[src/rtl/alu_pkg.sv]
// Shared constants for the ALU: operand width, opcode map and flag-vector bit positions.
package alu_pkg;

    localparam int WIDTH = 32;
    localparam int SHAMT_W = 5;

    localparam logic [3:0] OP_ADD  = 4'h0;
    localparam logic [3:0] OP_SLL  = 4'h1;
    localparam logic [3:0] OP_SLT  = 4'h2;
    localparam logic [3:0] OP_SLTU = 4'h3;
    localparam logic [3:0] OP_XOR  = 4'h4;
    localparam logic [3:0] OP_SRL  = 4'h5;
    localparam logic [3:0] OP_OR   = 4'h6;
    localparam logic [3:0] OP_AND  = 4'h7;
    localparam logic [3:0] OP_SUB  = 4'h8;
    localparam logic [3:0] OP_SRA  = 4'hD;

    // Bit positions inside the packed flag vector {ZF,CF,OF,SF}
    localparam int FR_ZF = 3;
    localparam int FR_CF = 2;
    localparam int FR_OF = 1;
    localparam int FR_SF = 0;

    // Ops that drive the shared adder in subtract mode
    function automatic logic needs_sub(input logic [3:0] op);
        return (op == OP_SUB) || (op == OP_SLT) || (op == OP_SLTU);
    endfunction

endpackage

[src/rtl/alu_if.sv]
// Operand/result bundle between the datapath and the ALU; ALU_FR exists only when ALU_FR_EN is defined.
interface alu_if;
    import alu_pkg::*;

    logic [3:0]       ALU_OP;
    logic [WIDTH-1:0] ALU_A;
    logic [WIDTH-1:0] ALU_B;
    logic [WIDTH-1:0] ALU_F;
    logic             ZF;
    logic             CF;
    logic             OF;
    logic             SF;
`ifdef ALU_FR_EN
    logic [3:0]       ALU_FR;
`endif

    modport master (
`ifdef ALU_FR_EN
        input  ALU_FR,
`endif
        output ALU_OP, ALU_A, ALU_B,
        input  ALU_F, ZF, CF, OF, SF
    );

    modport slave (
`ifdef ALU_FR_EN
        output ALU_FR,
`endif
        input  ALU_OP, ALU_A, ALU_B,
        output ALU_F, ZF, CF, OF, SF
    );

endinterface

[src/rtl/alu_addsub.sv]
// Combinational adder/subtractor (A + (B^sub) + sub) shared by ADD, SUB, SLT and SLTU.
module alu_addsub
    import alu_pkg::*;
(
    input  logic [WIDTH-1:0] a,
    input  logic [WIDTH-1:0] b,
    input  logic             sub,
    output logic [WIDTH-1:0] sum,
    output logic             carry_out,
    output logic             overflow
);

    logic [WIDTH-1:0] b_eff;
    logic [WIDTH:0]   full_sum;

    genvar gi;
    generate
        for (gi = 0; gi < WIDTH; gi++) begin : g_binv
            assign b_eff[gi] = b[gi] ^ sub;
        end
    endgenerate

    assign full_sum  = {1'b0, a} + {1'b0, b_eff} + {{WIDTH{1'b0}}, sub};
    assign sum       = full_sum[WIDTH-1:0];
    assign carry_out = full_sum[WIDTH];

    // Operands (after inversion) agree in sign but the result does not
    assign overflow = (a[WIDTH-1] == b_eff[WIDTH-1]) && (sum[WIDTH-1] != a[WIDTH-1]);

endmodule

[src/rtl/alu.sv]
// 32-bit registered ALU: op mux, condition flags, one-cycle output registers.
// Optional build macro ALU_FR_EN adds the packed flag output ALU_FR = {ZF,CF,OF,SF}.
module alu
    import alu_pkg::*;
(
    input  logic  clk,
    input  logic  rst,
    alu_if.slave  bus
);

    logic [WIDTH-1:0] sum;
    logic             carry_out;
    logic             overflow;
    logic             sub_sel;

    logic [WIDTH-1:0] f_next;
    logic             zf_next;
    logic             cf_next;
    logic             of_next;
    logic             sf_next;

    logic [WIDTH-1:0] f_reg;
    logic             zf_reg;
    logic             cf_reg;
    logic             of_reg;
    logic             sf_reg;

    logic [SHAMT_W-1:0] shamt;
    logic               slt_bit;
    logic               sltu_bit;

    assign sub_sel = needs_sub(bus.ALU_OP);
    assign shamt   = bus.ALU_B[SHAMT_W-1:0];

    alu_addsub u_addsub (
        .a         (bus.ALU_A),
        .b         (bus.ALU_B),
        .sub       (sub_sel),
        .sum       (sum),
        .carry_out (carry_out),
        .overflow  (overflow)
    );

    // Signed less-than is the true sign of A-B, corrected for overflow; unsigned is the borrow
    assign slt_bit  = sum[WIDTH-1] ^ overflow;
    assign sltu_bit = ~carry_out;

    always_comb begin
        f_next  = '0;
        cf_next = 1'b0;
        of_next = 1'b0;
        case (bus.ALU_OP)
            OP_ADD: begin
                f_next  = sum;
                cf_next = carry_out;
                of_next = overflow;
            end
            OP_SUB: begin
                f_next  = sum;
                cf_next = ~carry_out;
                of_next = overflow;
            end
            OP_SLT:  f_next = {{(WIDTH-1){1'b0}}, slt_bit};
            OP_SLTU: f_next = {{(WIDTH-1){1'b0}}, sltu_bit};
            OP_SLL:  f_next = bus.ALU_A << shamt;
            OP_SRL:  f_next = bus.ALU_A >> shamt;
            OP_SRA:  f_next = $unsigned($signed(bus.ALU_A) >>> shamt);
            OP_XOR:  f_next = bus.ALU_A ^ bus.ALU_B;
            OP_OR:   f_next = bus.ALU_A | bus.ALU_B;
            OP_AND:  f_next = bus.ALU_A & bus.ALU_B;
            default: f_next = '0;
        endcase
        zf_next = (f_next == '0);
        sf_next = f_next[WIDTH-1];
    end

    always_ff @(posedge clk) begin
        if (rst) begin
            f_reg  <= '0;
            zf_reg <= 1'b0;
            cf_reg <= 1'b0;
            of_reg <= 1'b0;
            sf_reg <= 1'b0;
        end else begin
            f_reg  <= f_next;
            zf_reg <= zf_next;
            cf_reg <= cf_next;
            of_reg <= of_next;
            sf_reg <= sf_next;
        end
    end

    assign bus.ALU_F = f_reg;
    assign bus.ZF    = zf_reg;
    assign bus.CF    = cf_reg;
    assign bus.OF    = of_reg;
    assign bus.SF    = sf_reg;

`ifdef ALU_FR_EN
    logic [3:0] fr_next;
    logic [3:0] fr_reg;

    always_comb begin
        fr_next        = '0;
        fr_next[FR_ZF] = zf_next;
        fr_next[FR_CF] = cf_next;
        fr_next[FR_OF] = of_next;
        fr_next[FR_SF] = sf_next;
    end

    always_ff @(posedge clk) begin
        if (rst) begin
            fr_reg <= '0;
        end else begin
            fr_reg <= fr_next;
        end
    end

    assign bus.ALU_FR = fr_reg;
`endif

endmodule

[src/flat_wrapper.sv]
// flat-port wrapper written by rule: the top's interface ports become plain ports
module alu_flat import alu_pkg::*;
  (clk, rst, bus_ALU_OP, bus_ALU_A, bus_ALU_B, bus_ALU_F, bus_ZF, bus_CF, bus_OF, bus_SF);
  alu_if bus_i ();
  input  logic clk;
  input  logic rst;
  input wire logic [$bits(bus_i.ALU_OP)-1:0] bus_ALU_OP;
  input wire logic [$bits(bus_i.ALU_A)-1:0] bus_ALU_A;
  input wire logic [$bits(bus_i.ALU_B)-1:0] bus_ALU_B;
  output wire logic [$bits(bus_i.ALU_F)-1:0] bus_ALU_F;
  output wire logic [$bits(bus_i.ZF)-1:0] bus_ZF;
  output wire logic [$bits(bus_i.CF)-1:0] bus_CF;
  output wire logic [$bits(bus_i.OF)-1:0] bus_OF;
  output wire logic [$bits(bus_i.SF)-1:0] bus_SF;
  assign bus_i.ALU_OP = bus_ALU_OP;
  assign bus_i.ALU_A = bus_ALU_A;
  assign bus_i.ALU_B = bus_ALU_B;
  assign bus_ALU_F = bus_i.ALU_F;
  assign bus_ZF = bus_i.ZF;
  assign bus_CF = bus_i.CF;
  assign bus_OF = bus_i.OF;
  assign bus_SF = bus_i.SF;
  alu u_core (.clk(clk), .rst(rst), .bus(bus_i));
endmodule
[config.mk]
export PLATFORM = sky130hd
export DESIGN_NAME = alu_flat
export DESIGN_NICKNAME = d
export VERILOG_FILES = /design/src/rtl/alu_pkg.sv /design/src/rtl/alu_if.sv /design/src/rtl/alu_addsub.sv /design/src/rtl/alu.sv /design/src/flat_wrapper.sv
export SDC_FILE = /design/constraint.sdc
export NUM_CORES = 1
export LEC_CHECK = 0
export ABC_CLOCK_PERIOD_IN_PS = 6900
export CAP_MARGIN = 20
export CORE_MARGIN = 1
export CORE_UTILIZATION = 47
export DETAILED_ROUTE_END_ITERATION = 12
export PLACE_DENSITY = 0.78
export SLEW_MARGIN = 25
export SYNTH_ARGS = -nofsm -noshare
export SYNTH_HDL_FRONTEND = slang
export SYNTH_SLANG_ARGS = --single-unit
[constraint.sdc]
create_clock -name clk -period 6.9 [get_ports clk]
set_input_delay 1.725 -clock clk [delete_from_list [all_inputs] [get_ports clk]]
set_output_delay 1.725 -clock clk [all_outputs]
set_load 0.01 [all_outputs]
==> metrics.md <==
| Metric | Value |
|---|---|
| RSZ-0062 raised after global routing | `no` |
| Clk root buf | `clkbuf_16` |
| Wire per inst | `~28 um` |
| Ranking of synthesized cells by area | `ha_1 (13%), mux4_2 (9.2%), dfxtp_1 (7.4%), mux2i_1 (7.4%), nand2_1 (5.0%)` |
| Register area share after synthesis | `7.37%` |
| Worst setup EP type | `flop` |
| Crit-path max cell delay | `roughly 0.53 ns` |
| Area leader, netlist | `ha_1` |
| CP Capture Point | `u_core.bus.ZF` |
| Layout Nets | `1522` |
| Synth Warn # | `0` |
| Final TNS setup | `0 ns` |
| Mapped Cells | `roughly 1.3k` |
| Largest net degree at the start of global routing | `75` |
| H-tree depth | `2` |
| Fin cells | `1618` |
| HPWL Detailed | `35.5 mm` |
| Initial Util | `48.4%` |
| Ys async rst share | `0%` |
| Critical Path Start Type | `input port` |
| WS Path Type | `in -> reg` |
| Chip Width | `144 um` |
| Chip Height | `about 140 um` |
| Die area | `0.0208 mm2` |
| Synth Register Bits | `35` |
| TritonRoute pass-1 iters | `6` |
| Max_slew headroom | `~27%` |
| # DRC | `0` |
| Share of layout cells above drive strength 1 | `between 10% and 20%` |
| # port buffers | `105` |
| Area share of the largest cell type after synthesis | `a little over an eighth` |
| P&R area growth vs syn | `17.1%` |
| DRT antenna net count | `0` |
| Number of library cell types mapped by synthesis | `76` |
| Family with the most delay on the worst path | `simple AND/OR/NAND/NOR gates` |
| Placed cells | `1603` |
| Worst path arrival time | `6.72 ns` |
| Syn_nets | `1446` |
| Crit path depth | `20` |
| Top post-synthesis cells by count | `nand2_1 (127), nor2_1 (103), ha_1 (99), inv_1 (86), a21oi_1 (80)` |
| Pins Over Slew Limit | `0` |
| First-pass GRT wire length | `66.0 mm` |
| Initial antenna violation count | `0` |
| Highest-delay cell along the critical path | `o21ai_0` |
| Number of flops mapped to enable cells by yosys | `0` |
| Post-Syn Area | `roughly 0.0095 mm2` |
| Setup violators final | `0` |
| Row count | `51` |
| Leakage power total | `approximately 4.7 nW` |
| Critical path data required time | `roughly 7.1 ns` |
| CP bufs+invs | `4` |
| Final core utilization | `56.6%` |
| Final Hold Vio Count | `0` |
| Cell with the most instances after synthesis | `nand2_1` |
| Drt via density | `6.87` |
| Max Buffers Root-to-Sink | `2` |
| PwrDens | `126 mW/mm2` |
| CP cell instances | `clkdlybuf4s50_1 -> nor2_1 -> and2_1 -> a21oi_4 -> buf_12 -> buf_12 -> xnor2_1 -> inv_1 -> fa_1 -> nor2b_1 -> o311ai_0 -> o21a_1 -> o21ai_0 -> a211oi_1 -> o21ai_0 -> o211ai_1 -> nor4_1 -> nand4_1 -> nor3_1 -> and4_1` |
| Number of global-route vias before repair | `between 10k and 15k` |
| GR Util All Layers | `between 40% and 50%` |
| Worst Hold Class | `in -> reg` |
| Final period util | `between 90% and 100%` |
| Drt total wl | `45.2 mm` |
| Reg clk slew, reported paths | `0.05 ns` |
| First DRT Iteration DRCs | `about 1.4k` |
| CTS buffer count | `5` |
| CTS sink count | `35` |
| IO Pins | `106` |
| Core footprint | `0.0197 mm2` |
| CTS tree | `done` |
| Slew @ Worst Pin | `between 1 and 1.5 ns` |
| Worst VDD drop | `80.6 uV` |
| Crit path launch | `bus_ALU_OP[3]` |
| Remaining Overflow, GRT | `0` |
| Status | `finished, final reports clean` |
| Main flop type after synthesis | `dfxtp_1` |
| Fmax | `0.154 GHz` |
| GPL Wtd Cong | `1.05` |
| Min Tclk post-route | `approximately 6.5 ns` |
| Number of diodes | `0` |
| Syn avg cell area | `7.45 um2` |
| Worst-path fanout max | `10` |
| Max Cap Viol | `0` |
| Vias | `11.1k` |
-- cell usage in the layout (no fill, tap or decap), types with 9 or more instances in the layout --
cell type / instances
nand2_1: 127
nor2_1: 102
clkdlybuf4s50_1: 100
ha_1: 99
inv_1: 86
a21oi_1: 79
mux2i_1: 70
o21ai_0: 67
buf_4: 59
xnor2_1: 42
mux4_2: 39
dfxtp_1: 35
mux2_2: 29
o211ai_1: 28
nor3_1: 24
nand2b_1: 24
nor2b_1: 23
nand3_1: 23
a22oi_1: 22
a211oi_1: 20
o22ai_1: 20
a221oi_1: 16
and3_1: 15
a31oi_1: 15
nand4_1: 12
a21o_1: 11
and2_1: 9
o21a_1: 9
-- cells by family (layout without fill, tap and decap cells) --
| group | count (synthesis) | count (layout) | share of synthesized area, % |
|---|---|---|---|
| XOR/XNOR | 48 | 48 | 4.42 |
| AND/OR/NAND/NOR | 397 | 397 | 20.0 |
| adder cells (fa/ha/maj) | 100 | 100 | 13.2 |
| multiplexers | 141 | 141 | 20.9 |
| flip-flops | 35 | 35 | 7.37 |
| AO/OA/AOI/OAI | 369 | 369 | 26.1 |
| buffers and inverters | 186 | 263 | 7.98 |
-- worst min-delay path by stage --
stage	start	end	cells past startpoint
6_report	bus_ALU_OP[0]	u_core.bus.ALU_F[7]	5
5_1_grt	bus_ALU_OP[0]	u_core.bus.ALU_F[7]	5
4_1_cts	bus_ALU_OP[0]	u_core.bus.ALU_F[7]	5
3_5_place_dp	u_core.bus.ALU_F[30]	bus_ALU_F[30]	1
3_3_place_gp	u_core.bus.ALU_F[27]	bus_ALU_F[27]	1
2_1_floorplan	rst	u_core.bus.ALU_F[2]	2
-- registers in the layout, summed over array words and instances (netlist names) --
register	flops
u_core.bus.OF	1
u_core.bus.ZF	1
u_core.bus.ALU_F	31
u_core.bus.SF	1
u_core.bus.CF	1
-- worst min-delay path, delay by kind of cell --
kind / cells / cell delay [ns]
simple gates: 2 / 0.18
compound gates: 1 / 0.12
buf+inv: 2 / 0.41
-- per-layer routing --
metal / part of all wire, % / vias to the layer above / global-route usage, %
li1: - / 4898 / -
met1: 40 / 5331 / 56.9
met2: 45 / 743 / 69.4
met3: 11 / 143 / 7.38
met4: 5.0 / 0 / 19.4
met5: 0 / - / 0
-- repair_timing --
action | 4_1_cts | 5_1_grt
endpoints found under the hold margin | 0 | 0
gates resized for setup | 0 | 0
setup buffers | 0 | 7
hold buffers | 0 | 0
endpoints found under the setup margin | 0 | 1
-- area by class of cell --
class / instances / area [um2]
fill: 1915 / 8520
multi-input combinational: 1055 / 8070
timing repair buffer: 167 / 1540
sequential: 35 / 701
tap: 265 / 332
inverter: 88 / 330
clock buffer: 8 / 156
-- stage by stage --
step                      worst slack, ns  hold WS, ns  total power, mW  cell area (um2)
after global placement              0.315         2.46             1.13            10900
after CTS                           0.441         2.21             1.37            11100
after detailed placement            0.160         2.46             1.14            10900
after global routing               0.0311         2.26             1.47            11100
final                               0.398         2.24             1.40            11100
after floorplan                     0.165         2.01            0.801             9500
-- power by group --
| group | switching [mW] | internal, mW | total, mW |
|---|---|---|---|
| combinational | 0.572 | 0.381 | 0.953 |
| sequential | 0.00337 | 0.218 | 0.221 |
| clock | 0.0713 | 0.153 | 0.224 |
| total | 0.647 | 0.752 | 1.40 |
Note: power is estimated with default switching activity, not from simulation.
